===== config.mk =====
export PLATFORM = sky130hd
export DESIGN_NAME = ctrl_rx_frame
export DESIGN_NICKNAME = d
export VERILOG_FILES = /design/src/rtl/ctrl_rx_frame.sv
export SDC_FILE = /design/constraint.sdc
export NUM_CORES = 1
export LEC_CHECK = 0
export CORE_MARGIN = 2
export CORE_UTILIZATION = 56
export CTS_CLUSTER_DIAMETER = 120
export DETAILED_ROUTE_END_ITERATION = 7
export PLACE_DENSITY_LB_ADDON = 0.25
export SLEW_MARGIN = 20
export SYNTH_ARGS = -nofsm -noshare
export SYNTH_HDL_FRONTEND = slang
export SYNTH_SLANG_ARGS = --single-unit

===== constraint.sdc =====
create_clock -name clk_sys -period 7.6 [get_ports clk_sys]
set_clock_uncertainty 0.2 [all_clocks]
set_input_delay 1.9 -clock clk_sys [delete_from_list [all_inputs] [get_ports clk_sys]]
set_output_delay 1.9 -clock clk_sys [all_outputs]
set_load 0.01 [all_outputs]

===== src/rtl/ctrl_rx_frame.sv =====
// -----------------------------------------------------------------------------
// ctrl_rx_frame
//
// Receiver for the 485 control line. It decodes UART-style bytes from rx_ctrl,
// collects 6-byte command frames (HEAD, dev, mod, addr, data, checksum) and
// checks the header, the checksum and the device address. An accepted frame
// updates the command outputs and pulses cmd_vld for one cycle.
//
// Compile-time option:
//   CTRL_RX_BROADCAST_EN - when defined, dev byte 8'hFF is accepted in
//                          addition to cfg_dev_id.
//
// Parameters:
//   BIT_DIV  - clk_sys cycles per serial bit (must be >= 8)
//   TIMEOUT  - maximum idle clk_sys cycles between bytes inside a frame
//   HEAD     - frame header byte
//
// Ports:
//   clk_sys    in   system clock
//   rst_n      in   asynchronous active-low reset
//   rx_ctrl    in   serial control line, idle high, asynchronous to clk_sys
//   cfg_dev_id in   [7:0] device address of this slave (static after reset)
//   dev_id     out  [7:0] device id of the last accepted frame
//   mod_id     out  [7:0] module id of the last accepted frame
//   cmd_addr   out  [7:0] register address of the last accepted frame
//   cmd_data   out  [7:0] register data of the last accepted frame
//   cmd_vld    out  one-cycle strobe, frame accepted
//   err_chk    out  one-cycle strobe, checksum mismatch
//   err_frm    out  one-cycle strobe, stop-bit (framing) error
// -----------------------------------------------------------------------------
module ctrl_rx_frame #(
    parameter int          BIT_DIV = 100,
    parameter int          TIMEOUT = 2000,
    parameter logic [7:0]  HEAD    = 8'hAA
) (
    input  logic       clk_sys,
    input  logic       rst_n,
    input  logic       rx_ctrl,
    input  logic [7:0] cfg_dev_id,
    output logic [7:0] dev_id,
    output logic [7:0] mod_id,
    output logic [7:0] cmd_addr,
    output logic [7:0] cmd_data,
    output logic       cmd_vld,
    output logic       err_chk,
    output logic       err_frm
);

    localparam int CNT_W = $clog2(BIT_DIV);
    localparam int TMO_W = $clog2(TIMEOUT + 1);

    localparam logic [CNT_W-1:0] HALF_LAST = CNT_W'(BIT_DIV / 2 - 1);
    localparam logic [CNT_W-1:0] BIT_LAST  = CNT_W'(BIT_DIV - 1);
    localparam logic [TMO_W-1:0] TMO_LAST  = TMO_W'(TIMEOUT - 1);

    typedef enum logic [1:0] {
        B_IDLE,
        B_START,
        B_DATA,
        B_STOP
    } bit_state_t;

    typedef enum logic [2:0] {
        F_WAIT_HEAD,
        F_DEV,
        F_MOD,
        F_ADDR,
        F_DATA,
        F_CHK
    } frm_state_t;

    // ------------------------------------------------------------------
    // Input synchroniser plus one extra stage for falling-edge detection.
    // All of these idle high so reset never looks like a start bit.
    // ------------------------------------------------------------------
    logic rx_meta_q;
    logic rx_sync_q;
    logic rx_prev_q;

    always_ff @(posedge clk_sys or negedge rst_n) begin
        if (!rst_n) begin
            rx_meta_q <= 1'b1;
            rx_sync_q <= 1'b1;
            rx_prev_q <= 1'b1;
        end else begin
            rx_meta_q <= rx_ctrl;
            rx_sync_q <= rx_meta_q;
            rx_prev_q <= rx_sync_q;
        end
    end

    // ------------------------------------------------------------------
    // Bit FSM
    // ------------------------------------------------------------------
    bit_state_t        bit_state_q, bit_state_d;
    logic [CNT_W-1:0]  bit_cnt_q,   bit_cnt_d;
    logic [2:0]        bit_idx_q,   bit_idx_d;
    logic [7:0]        shreg_q,     shreg_d;

    logic start_edge;
    logic byte_done;
    logic frame_err;

    assign start_edge = (bit_state_q == B_IDLE) && rx_prev_q && !rx_sync_q;

    always_comb begin
        bit_state_d = bit_state_q;
        bit_cnt_d   = bit_cnt_q;
        bit_idx_d   = bit_idx_q;
        shreg_d     = shreg_q;
        byte_done   = 1'b0;
        frame_err   = 1'b0;

        case (bit_state_q)
            B_IDLE: begin
                if (start_edge) begin
                    bit_state_d = B_START;
                    bit_cnt_d   = '0;
                end
            end

            B_START: begin
                // Mid-bit check rejects short glitches without flagging them.
                if (bit_cnt_q == HALF_LAST) begin
                    bit_cnt_d   = '0;
                    bit_idx_d   = '0;
                    bit_state_d = rx_sync_q ? B_IDLE : B_DATA;
                end else begin
                    bit_cnt_d = bit_cnt_q + CNT_W'(1);
                end
            end

            B_DATA: begin
                if (bit_cnt_q == BIT_LAST) begin
                    bit_cnt_d = '0;
                    // LSB first: shift in at the top, first bit ends at bit 0.
                    shreg_d   = {rx_sync_q, shreg_q[7:1]};
                    if (bit_idx_q == 3'd7) begin
                        bit_state_d = B_STOP;
                    end else begin
                        bit_idx_d = bit_idx_q + 3'd1;
                    end
                end else begin
                    bit_cnt_d = bit_cnt_q + CNT_W'(1);
                end
            end

            B_STOP: begin
                // Back to idle at the stop sample so a following start bit
                // with zero gap is caught by the edge detector.
                if (bit_cnt_q == BIT_LAST) begin
                    bit_cnt_d   = '0;
                    bit_state_d = B_IDLE;
                    if (rx_sync_q) begin
                        byte_done = 1'b1;
                    end else begin
                        frame_err = 1'b1;
                    end
                end else begin
                    bit_cnt_d = bit_cnt_q + CNT_W'(1);
                end
            end

            default: begin
                bit_state_d = B_IDLE;
                bit_cnt_d   = '0;
            end
        endcase
    end

    always_ff @(posedge clk_sys or negedge rst_n) begin
        if (!rst_n) begin
            bit_state_q <= B_IDLE;
            bit_cnt_q   <= '0;
            bit_idx_q   <= '0;
            shreg_q     <= '0;
        end else begin
            bit_state_q <= bit_state_d;
            bit_cnt_q   <= bit_cnt_d;
            bit_idx_q   <= bit_idx_d;
            shreg_q     <= shreg_d;
        end
    end

    // ------------------------------------------------------------------
    // Frame FSM
    // ------------------------------------------------------------------
    frm_state_t        frm_state_q, frm_state_d;
    logic [7:0]        dev_b_q,  dev_b_d;
    logic [7:0]        mod_b_q,  mod_b_d;
    logic [7:0]        addr_b_q, addr_b_d;
    logic [7:0]        data_b_q, data_b_d;
    logic [TMO_W-1:0]  tmo_cnt_q, tmo_cnt_d;

    logic [7:0]        dev_id_q,   dev_id_d;
    logic [7:0]        mod_id_q,   mod_id_d;
    logic [7:0]        cmd_addr_q, cmd_addr_d;
    logic [7:0]        cmd_data_q, cmd_data_d;
    logic              cmd_vld_q,  cmd_vld_d;
    logic              err_chk_q,  err_chk_d;
    logic              err_frm_q,  err_frm_d;

    logic [7:0]        chk_sum;
    logic              dev_ok;

    assign chk_sum = dev_b_q + mod_b_q + addr_b_q + data_b_q;

`ifdef CTRL_RX_BROADCAST_EN
    assign dev_ok = (dev_b_q == cfg_dev_id) || (dev_b_q == 8'hFF);
`else
    assign dev_ok = (dev_b_q == cfg_dev_id);
`endif

    always_comb begin
        frm_state_d = frm_state_q;
        dev_b_d     = dev_b_q;
        mod_b_d     = mod_b_q;
        addr_b_d    = addr_b_q;
        data_b_d    = data_b_q;
        tmo_cnt_d   = tmo_cnt_q;
        dev_id_d    = dev_id_q;
        mod_id_d    = mod_id_q;
        cmd_addr_d  = cmd_addr_q;
        cmd_data_d  = cmd_data_q;
        cmd_vld_d   = 1'b0;
        err_chk_d   = 1'b0;
        err_frm_d   = 1'b0;

        // Inter-byte timeout only counts line-idle time inside a frame;
        // it cannot coincide with byte_done/frame_err, which need the bit
        // FSM in STOP.
        if ((frm_state_q == F_WAIT_HEAD) || start_edge) begin
            tmo_cnt_d = '0;
        end else if (bit_state_q == B_IDLE) begin
            if (tmo_cnt_q == TMO_LAST) begin
                tmo_cnt_d   = '0;
                frm_state_d = F_WAIT_HEAD;
            end else begin
                tmo_cnt_d = tmo_cnt_q + TMO_W'(1);
            end
        end

        if (frame_err) begin
            err_frm_d   = 1'b1;
            frm_state_d = F_WAIT_HEAD;
        end else if (byte_done) begin
            case (frm_state_q)
                F_WAIT_HEAD: begin
                    if (shreg_q == HEAD) begin
                        frm_state_d = F_DEV;
                    end
                end
                F_DEV: begin
                    dev_b_d     = shreg_q;
                    frm_state_d = F_MOD;
                end
                F_MOD: begin
                    mod_b_d     = shreg_q;
                    frm_state_d = F_ADDR;
                end
                F_ADDR: begin
                    addr_b_d    = shreg_q;
                    frm_state_d = F_DATA;
                end
                F_DATA: begin
                    data_b_d    = shreg_q;
                    frm_state_d = F_CHK;
                end
                F_CHK: begin
                    frm_state_d = F_WAIT_HEAD;
                    if (shreg_q != chk_sum) begin
                        err_chk_d = 1'b1;
                    end else if (dev_ok) begin
                        dev_id_d   = dev_b_q;
                        mod_id_d   = mod_b_q;
                        cmd_addr_d = addr_b_q;
                        cmd_data_d = data_b_q;
                        cmd_vld_d  = 1'b1;
                    end
                end
                default: begin
                    frm_state_d = F_WAIT_HEAD;
                end
            endcase
        end
    end

    always_ff @(posedge clk_sys or negedge rst_n) begin
        if (!rst_n) begin
            frm_state_q <= F_WAIT_HEAD;
            dev_b_q     <= '0;
            mod_b_q     <= '0;
            addr_b_q    <= '0;
            data_b_q    <= '0;
            tmo_cnt_q   <= '0;
            dev_id_q    <= '0;
            mod_id_q    <= '0;
            cmd_addr_q  <= '0;
            cmd_data_q  <= '0;
            cmd_vld_q   <= 1'b0;
            err_chk_q   <= 1'b0;
            err_frm_q   <= 1'b0;
        end else begin
            frm_state_q <= frm_state_d;
            dev_b_q     <= dev_b_d;
            mod_b_q     <= mod_b_d;
            addr_b_q    <= addr_b_d;
            data_b_q    <= data_b_d;
            tmo_cnt_q   <= tmo_cnt_d;
            dev_id_q    <= dev_id_d;
            mod_id_q    <= mod_id_d;
            cmd_addr_q  <= cmd_addr_d;
            cmd_data_q  <= cmd_data_d;
            cmd_vld_q   <= cmd_vld_d;
            err_chk_q   <= err_chk_d;
            err_frm_q   <= err_frm_d;
        end
    end

    assign dev_id   = dev_id_q;
    assign mod_id   = mod_id_q;
    assign cmd_addr = cmd_addr_q;
    assign cmd_data = cmd_data_q;
    assign cmd_vld  = cmd_vld_q;
    assign err_chk  = err_chk_q;
    assign err_frm  = err_frm_q;

endmodule


==> results of run 1 <==
## worst max-delay path, cell delays in order, from the launching register on
cell and delay, ns:
dfrtp_1 0.45, fa_1 0.55, inv_1 0.05, fa_1 0.51, inv_1 0.05, ha_1 0.22
fa_1 0.45, xor2_1 0.16, nor4_1 0.39, nand3_1 0.24, nor4_4 0.25, buf_4 0.41
mux2_2 0.39
## cells by family after synthesis
group                      count (synthesis)  synth area share (%)
AOI/OAI and AO/OA                         67                  8.04
xor gates and xnor gates                  28                  4.82
adders and majority gates                 26                  8.46
buffers and inverters                     27                  2.43
DFF                                      104                  51.2
muxes                                     69                  15.2
and+or+nand+nor                           91                  9.76
## synthesized netlist by cell type, types with 2 or more instances
master / number / area share (%)
nor4_1: 4 / 0.49
a211oi_1: 3 / 0.44
a22o_1: 5 / 0.86
nor2_2: 2 / 0.25
xor2_1: 15 / 2.6
a21oi_1: 10 / 0.98
o21ai_0: 32 / 3.1
nand2_1: 21 / 1.5
ha_1: 12 / 3.0
mux2_2: 66 / 15
nor3_1: 3 / 0.30
o31ai_1: 4 / 0.59
nand2b_1: 5 / 0.61
nor2b_1: 5 / 0.61
fa_1: 14 / 5.5
dfstp_2: 3 / 1.5
a31oi_1: 2 / 0.25
nor2_1: 20 / 1.5
clkbuf_1: 8 / 0.59
a2111oi_0: 2 / 0.34
xnor2_1: 13 / 2.2
nand4_1: 4 / 0.49
a21o_1: 2 / 0.30
and3_1: 6 / 0.74
nor4bb_1: 2 / 0.39
dfrtp_1: 101 / 50
buf_6: 3 / 0.66
or3_1: 2 / 0.25
mux2_1: 2 / 0.44
a41oi_1: 2 / 0.34
nand3_1: 9 / 0.89
inv_1: 16 / 1.2
## routing by layer
metal  global-route usage, %  wire length (microns)  vias up
li1                        -                      -     1547
met1                    32.2                   4550     1687
met2                    33.7                   4700       77
met3                    4.22                    442       12
met4                    7.69                    138        0
met5                       0                      0        -
## area by class of cell
| type | instances | share of cell area (%) |
|---|---|---|
| clock inverter | 6 | 1.20 |
| timing repair buffer | 47 | 7.96 |
| clock buffer | 10 | 2.19 |
| inverter | 16 | 1.03 |
| tap | 108 | 2.32 |
| multi-input combinational | 281 | 40.5 |
| sequential | 104 | 44.8 |
## sequential cells by signal, indices dropped and copies added, names as in the netlist, 3 cells and up, named ones only
register,flops
addr_b_q,8
bit_cnt_q,7
bit_idx_q,3
cmd_addr,8
cmd_data,8
data_b_q,8
dev_b_q,8
dev_id,8
frm_state_q,3
mod_b_q,8
mod_id,8
shreg_q,8
tmo_cnt_q,11
## power by group through the flow
stage	sequential, uW	combinational [uW]	clock [uW]
floorplan	607	104	0
global placement	622	122	0
detailed placement	623	130	0
CTS	614	134	351
global route	619	156	379
finish	614	133	345
## path summary, 6_finish.rpt
kind                                              from                       end  slack, ns
worst max-delay path            dev_b_q[1]$_DFFE_PN0P_     dev_id[0]$_DFFE_PN0P_       3.13
worst min-delay path               rx_meta_q$_DFF_PN1_       rx_sync_q$_DFF_PN1_       0.15
worst max register to register  dev_b_q[1]$_DFFE_PN0P_     dev_id[0]$_DFFE_PN0P_       3.13
worst min register to register     rx_meta_q$_DFF_PN1_       rx_sync_q$_DFF_PN1_       0.15
max in group asynchronous                        rst_n     dev_id[5]$_DFFE_PN0P_       4.74
min in group asynchronous                        rst_n  bit_cnt_q[4]$_DFFE_PN0P_       1.32
## metrics by stage
stage          hold slack, ns  instance area (sq um)  setup WS [ns]  util [%]
2_1_floorplan           0.145                   5090           3.57         -
3_3_place_gp            0.146                   5620           3.20      64.1
3_5_place_dp            0.148                   5620           3.11      64.1
4_1_cts                 0.158                   5820           3.11      66.4
5_1_grt                 0.169                   5820           2.86      66.4
6_report                0.152                   5820           3.13      66.4
==> impl_metrics.csv, run 1 <==
group,metric,value,unit
status,status,"completed",
logic_synthesis,synth_cell_types,46,
power_and_ir_drop,clkPwrFrac,31.6,%
placement,dp_cells,556,
sta,finalMaxSlewViolations,0,
logic_synthesis,ys_seq_area_share,51.2,%
grt,grt_antenna_before_repair,0,
clock_network,cts.path.max_buffers,2,
sta,slew_headroom,47.4,%
clock_network,cts.htree.levels,3,
clock_network,cts_setup_buffers,0,
finish,multiInputGateArea,0.00236,sq mm
clock_network,clock_latency,0.37,ns
grt,groute.usage.overall,22.1,%
clock_network,hold_buffers,0,
worst_hold_path,hold_path_class,"flop to flop",
flow_run,drv_cap,0,
detailed_routing,drtAntennaViolNets,0,
sta,rsz0062_at_grt,"no",
detailed_routing,viasPerCell,5.81,
grt,overflow,0,
finish,mostFrequentLayoutCells,"dfrtp_1, mux2_2, clkdlybuf4s50_1",
worst_hold_path,hold_path_depth,0,
power_and_ir_drop,combPwrFrac,12.2,%
logic_synthesis,synthArstFlopShare,100,%
finish,diodes,0,
power_and_ir_drop,p_int,786,uW
setup_path,critPathLaunchType,"flop",
sta,fin_setup_tns,0,ns
grt,grt_pass1_wl,17.1,mm
finish,regArea,0.00261,sq mm
clock_network,clockRootBuffer,"clkbuf_8",
logic_synthesis,postSynthAreaPerCell,12.3,sq um
finish,fin_nets,496,
placement,portBuffers,45,
logic_synthesis,synthCells,412,
sta,post-route-min-period,4.47,ns
logic_synthesis,yosysWarnings,0,
setup_path,setup.worst_path.end_class,"flop",
floorplanning,row_count,34,
floorplanning,start_util,58.1,%
detailed_routing,dr.pass1.iters,4,
floorplanning,die_y,99.3,microns
power_and_ir_drop,cellLeakagePower,0.00278,uW
setup_path,worstPathArrival,4.53,ns
detailed_routing,drc,0,
detailed_routing,drt-total-wl,9.83,mm
setup_path,worstPathRequired,7.66,ns
floorplanning,ios,46,
finish,nFillCells,670,
floorplanning,dieArea,0.00986,sq mm
placement,hpwl,6.79,mm
setup_path,crit_fanout,32,
logic_synthesis,ys.flop_type,"dfrtp_1",
clock_network,clock_sinks,104,
finish,layout-drive-gt1-share,20.0,%
clock_network,numCtsBuffers,9,
sta,final_hold_viol_count,0,
detailed_routing,vias,3323,
sta,min_period_over_period,58.8,%
logic_synthesis,ys_seq_elements,104,
power_and_ir_drop,power.switching_fraction,28.0,%
logic_synthesis,synth_area,0.00509,sq mm
power_and_ir_drop,ir_drop,0.0000934,V
power_and_ir_drop,power,1090,uW
detailed_routing,drtIter0Drc,124,
power_and_ir_drop,powerDensity,188,mW/mm^2
floorplanning,die_w,99.3,microns
sta,setup_violations,0,
placement,gp_congestion,0.810,
setup_path,reg2reg_depth,12,
detailed_routing,post_drt_wl_per_cell,17.2,microns
clock_network,cts_tree,"built",
finish,final_cells,572,
finish,final_common_cell,"dfrtp_1",
finish,area_growth,14.4,%
logic_synthesis,syn-num-nets,449,
sta,max_freq,224,MHz
grt,grt_max_degree,57,
logic_synthesis,synth_edf_count,0,
sta,tightest_slew,0.783,ns
clock_network,clk_pin_slew,0.10,ns
floorplanning,core,0.00876,sq mm
clock_network,cts_resized,0,
power_and_ir_drop,netSwitchingPower,306,uW
grt,grt_pass1_vias,3404,
setup_path,path_class,"flop to flop",
power_and_ir_drop,seqPwrFrac,56.2,%
No activity file was read; power rests on OpenSTA's default activity.
==> run 2: changes to the inputs <==
--- a/config.mk
+++ b/config.mk
@@ -6,7 +6,7 @@
 export NUM_CORES = 1
 export LEC_CHECK = 0
 export CORE_MARGIN = 2
-export CORE_UTILIZATION = 56
+export CORE_UTILIZATION = 52
 export CTS_CLUSTER_DIAMETER = 120
 export DETAILED_ROUTE_END_ITERATION = 7
 export PLACE_DENSITY_LB_ADDON = 0.25
==> constraint.sdc (replaced) <==
create_clock -name clk_sys -period 3.91 [get_ports clk_sys]
set_clock_uncertainty 0.2 [all_clocks]
set_input_delay 0.9775 -clock clk_sys [delete_from_list [all_inputs] [get_ports clk_sys]]
set_output_delay 0.9775 -clock clk_sys [all_outputs]
set_load 0.01 [all_outputs]
==> impl_metrics.csv, run 2 (synthesis gave the netlist of run 1 again) <==
group,metric,value,unit
setup_path,worstPathRequired,3.96,ns
detailed_routing,wl_met1,5.11,mm
floorplanning,dieArea,0.0106,sq mm
finish,diodes,0,
power_and_ir_drop,powerDensity,333,mW/mm^2
clock_network,clockRootBuffer,"clkbuf_8",
detailed_routing,drtAntennaViolNets,0,
placement,portBuffers,45,
detailed_routing,vias,3322,
finish,final_common_cell,"dfrtp_1",
placement,hpwl,6.91,mm
clock_network,clk_pin_slew,0.09,ns
placement,place_area,0.00580,sq mm
sta,tightest_slew,0.810,ns
detailed_routing,met2_length,4.84,mm
grt,overflow,0,
sta,finalMaxSlewViolations,0,
detailed_routing,wl_met3,345,microns
status,status,"complete, but fails checks",
power_and_ir_drop,cellLeakagePower,0.00289,uW
finish,final_core_util,63.9,%
detailed_routing,drc,0,
worst_hold_path,holdPathEnd,"rx_sync_q$_DFF_PN1_",
floorplanning,die_w,103,microns
placement,gp_congestion,0.839,
sta,worst_slack,-0.243,ns
placement,place_ws,-0.242,ns
setup_path,path_class,"flop to flop",
floorplanning,row_count,36,
detailed_routing,dr.pass1.iters,4,
status,violations,"negative setup slack",
power_and_ir_drop,power,2050,uW
setup_path,reg2reg_depth,13,
finish,area_growth,21.2,%
setup_path,setup.worst_path.end_class,"flop",
power_and_ir_drop,ir_drop,0.000190,V
finish,design_area,0.00616,sq mm
grt,grt_pass1_wl,16.1,mm
worst_hold_path,hold_path_depth,0,
setup_path,crit_fanout,6,
grt,grt_pass1_vias,3238,
setup_path,critPathLaunchType,"flop",
sta,setup_violations,32,
sta,max_freq,241,MHz
clock_network,cts_tree,"built",
clock_network,clock_sinks,104,
floorplanning,start_util,52.8,%
setup_path,timing.rr.end,"mod_id[2]$_DFFE_PN0P_",
grt,grt_antenna_before_repair,0,
detailed_routing,post_drt_wl_per_cell,17.0,microns
floorplanning,core,0.00964,sq mm
grt,groute.usage.overall,19.9,%
finish,largest_register,"tmo_cnt_q",
sta,post-route-min-period,4.15,ns
floorplanning,ios,46,
grt,grt_max_degree,89,
sta,final_hold_viol_count,0,
detailed_routing,viasPerCell,5.42,
finish,layout-drive-gt1-share,24.4,%
detailed_routing,routed.top_layer,"met4",
worst_hold_path,hold_path_class,"flop to flop",
floorplanning,die_y,103,microns
sta,rsz0062_at_grt,"yes",
clock_network,clock_latency,0.36,ns
clock_network,cts.htree.levels,3,
setup_path,worst-r2r-setup-slack,-0.24,ns
flow_run,drv_cap,0,
detailed_routing,drt-total-wl,10.4,mm
worst_hold_path,hp-start,"rx_meta_q$_DFF_PN1_",
finish,fin_nets,513,
sta,min_period_over_period,106,%
detailed_routing,drtIter0Drc,168,
setup_path,worstPathArrival,4.20,ns
clock_network,numCtsBuffers,9,
finish,mostFrequentLayoutCells,"dfrtp_1, clkdlybuf4s50_1, mux2_2",
sta,slew_headroom,46.0,%
finish,largest_reg_flops,11,
clock_network,cts.path.max_buffers,2,
clock_network,hold_buffers,0,
setup_path,reg2reg_from,"addr_b_q[1]$_DFFE_PN0P_",
-- run 2: critical path, stage by stage (launching register included) --
cell	delay [ns]
dfrtp_1	0.41
fa_1	0.55
inv_1	0.05
fa_1	0.49
inv_2	0.05
ha_4	0.15
fa_2	0.56
xor2_2	0.08
nor4_2	0.31
nand3_1	0.18
nor4_4	0.33
buf_6	0.18
clkbuf_16	0.16
mux2_2	0.33
-- run 2: worst max path at each step --
stage                       startpoint  cells past startpoint  slack, ns                       to
2_1_floorplan  addr_b_q[1]$_DFFE_PN0P_                     13      -0.02  cmd_addr[0]$_DFFE_PN0P_
3_3_place_gp   addr_b_q[1]$_DFFE_PN0P_                     13       -0.1    dev_id[1]$_DFFE_PN0P_
3_5_place_dp   addr_b_q[1]$_DFFE_PN0P_                     13      -0.24    mod_id[1]$_DFFE_PN0P_
4_1_cts        addr_b_q[1]$_DFFE_PN0P_                     13      -0.25    mod_id[1]$_DFFE_PN0P_
5_1_grt        addr_b_q[1]$_DFFE_PN0P_                     13      -0.40    mod_id[5]$_DFFE_PN0P_
6_report       addr_b_q[1]$_DFFE_PN0P_                     13      -0.24    mod_id[2]$_DFFE_PN0P_
-- run 2: final cells by class --
class	count	area, sq um
clock buffers	13	159
repair buffers	64	661
flip-flops and latches	104	2610
inverters	16	60.1
fillers	746	3480
well taps	133	166
clock inverters	2	15.0
multi-input cells	281	2500
-- run 2: per-layer routing --
| layer | global-route usage (%) | vias up |
|---|---|---|
| met5 | 0 | - |
| met4 | 4.96 | 0 |
| met3 | 4.20 | 10 |
| met2 | 30.3 | 50 |
| met1 | 29.4 | 1675 |
| li1 | - | 1587 |
-- run 2: power breakdown --
| group | total (uW) | internal (uW) | leakage (uW) | switching [uW] |
|---|---|---|---|---|
| clock | 611 | 264 | 0.0000817 | 347 |
| sequential | 1190 | 1120 | 0.00143 | 69.2 |
| combinational | 249 | 108 | 0.00138 | 142 |
| total | 2050 | 1490 | 0.00289 | 558 |
-- run 2: timing repair --
| action | in CTS | in global routing |
|---|---|---|
| gates resized for setup | 1 | 22 |
| buffers inserted | 0 | 4 |
| gates cloned | 0 | 3 |
| pin swaps | 0 | 4 |
| endpoints found under the hold margin | 0 | 0 |
| endpoints found under the setup margin | 33 | 33 |
-- run 2: metrics by stage --
step | cells | hold slack (ns) | TNS, ns
global route | 613 | 0.169 | -12.09
finish | 613 | 0.166 | -6.92
global placement | 591 | 0.150 | -2.34
detailed placement | 591 | 0.153 | -6.52
CTS | 606 | 0.166 | -6.85
floorplan | 412 | 0.145 | -0.563
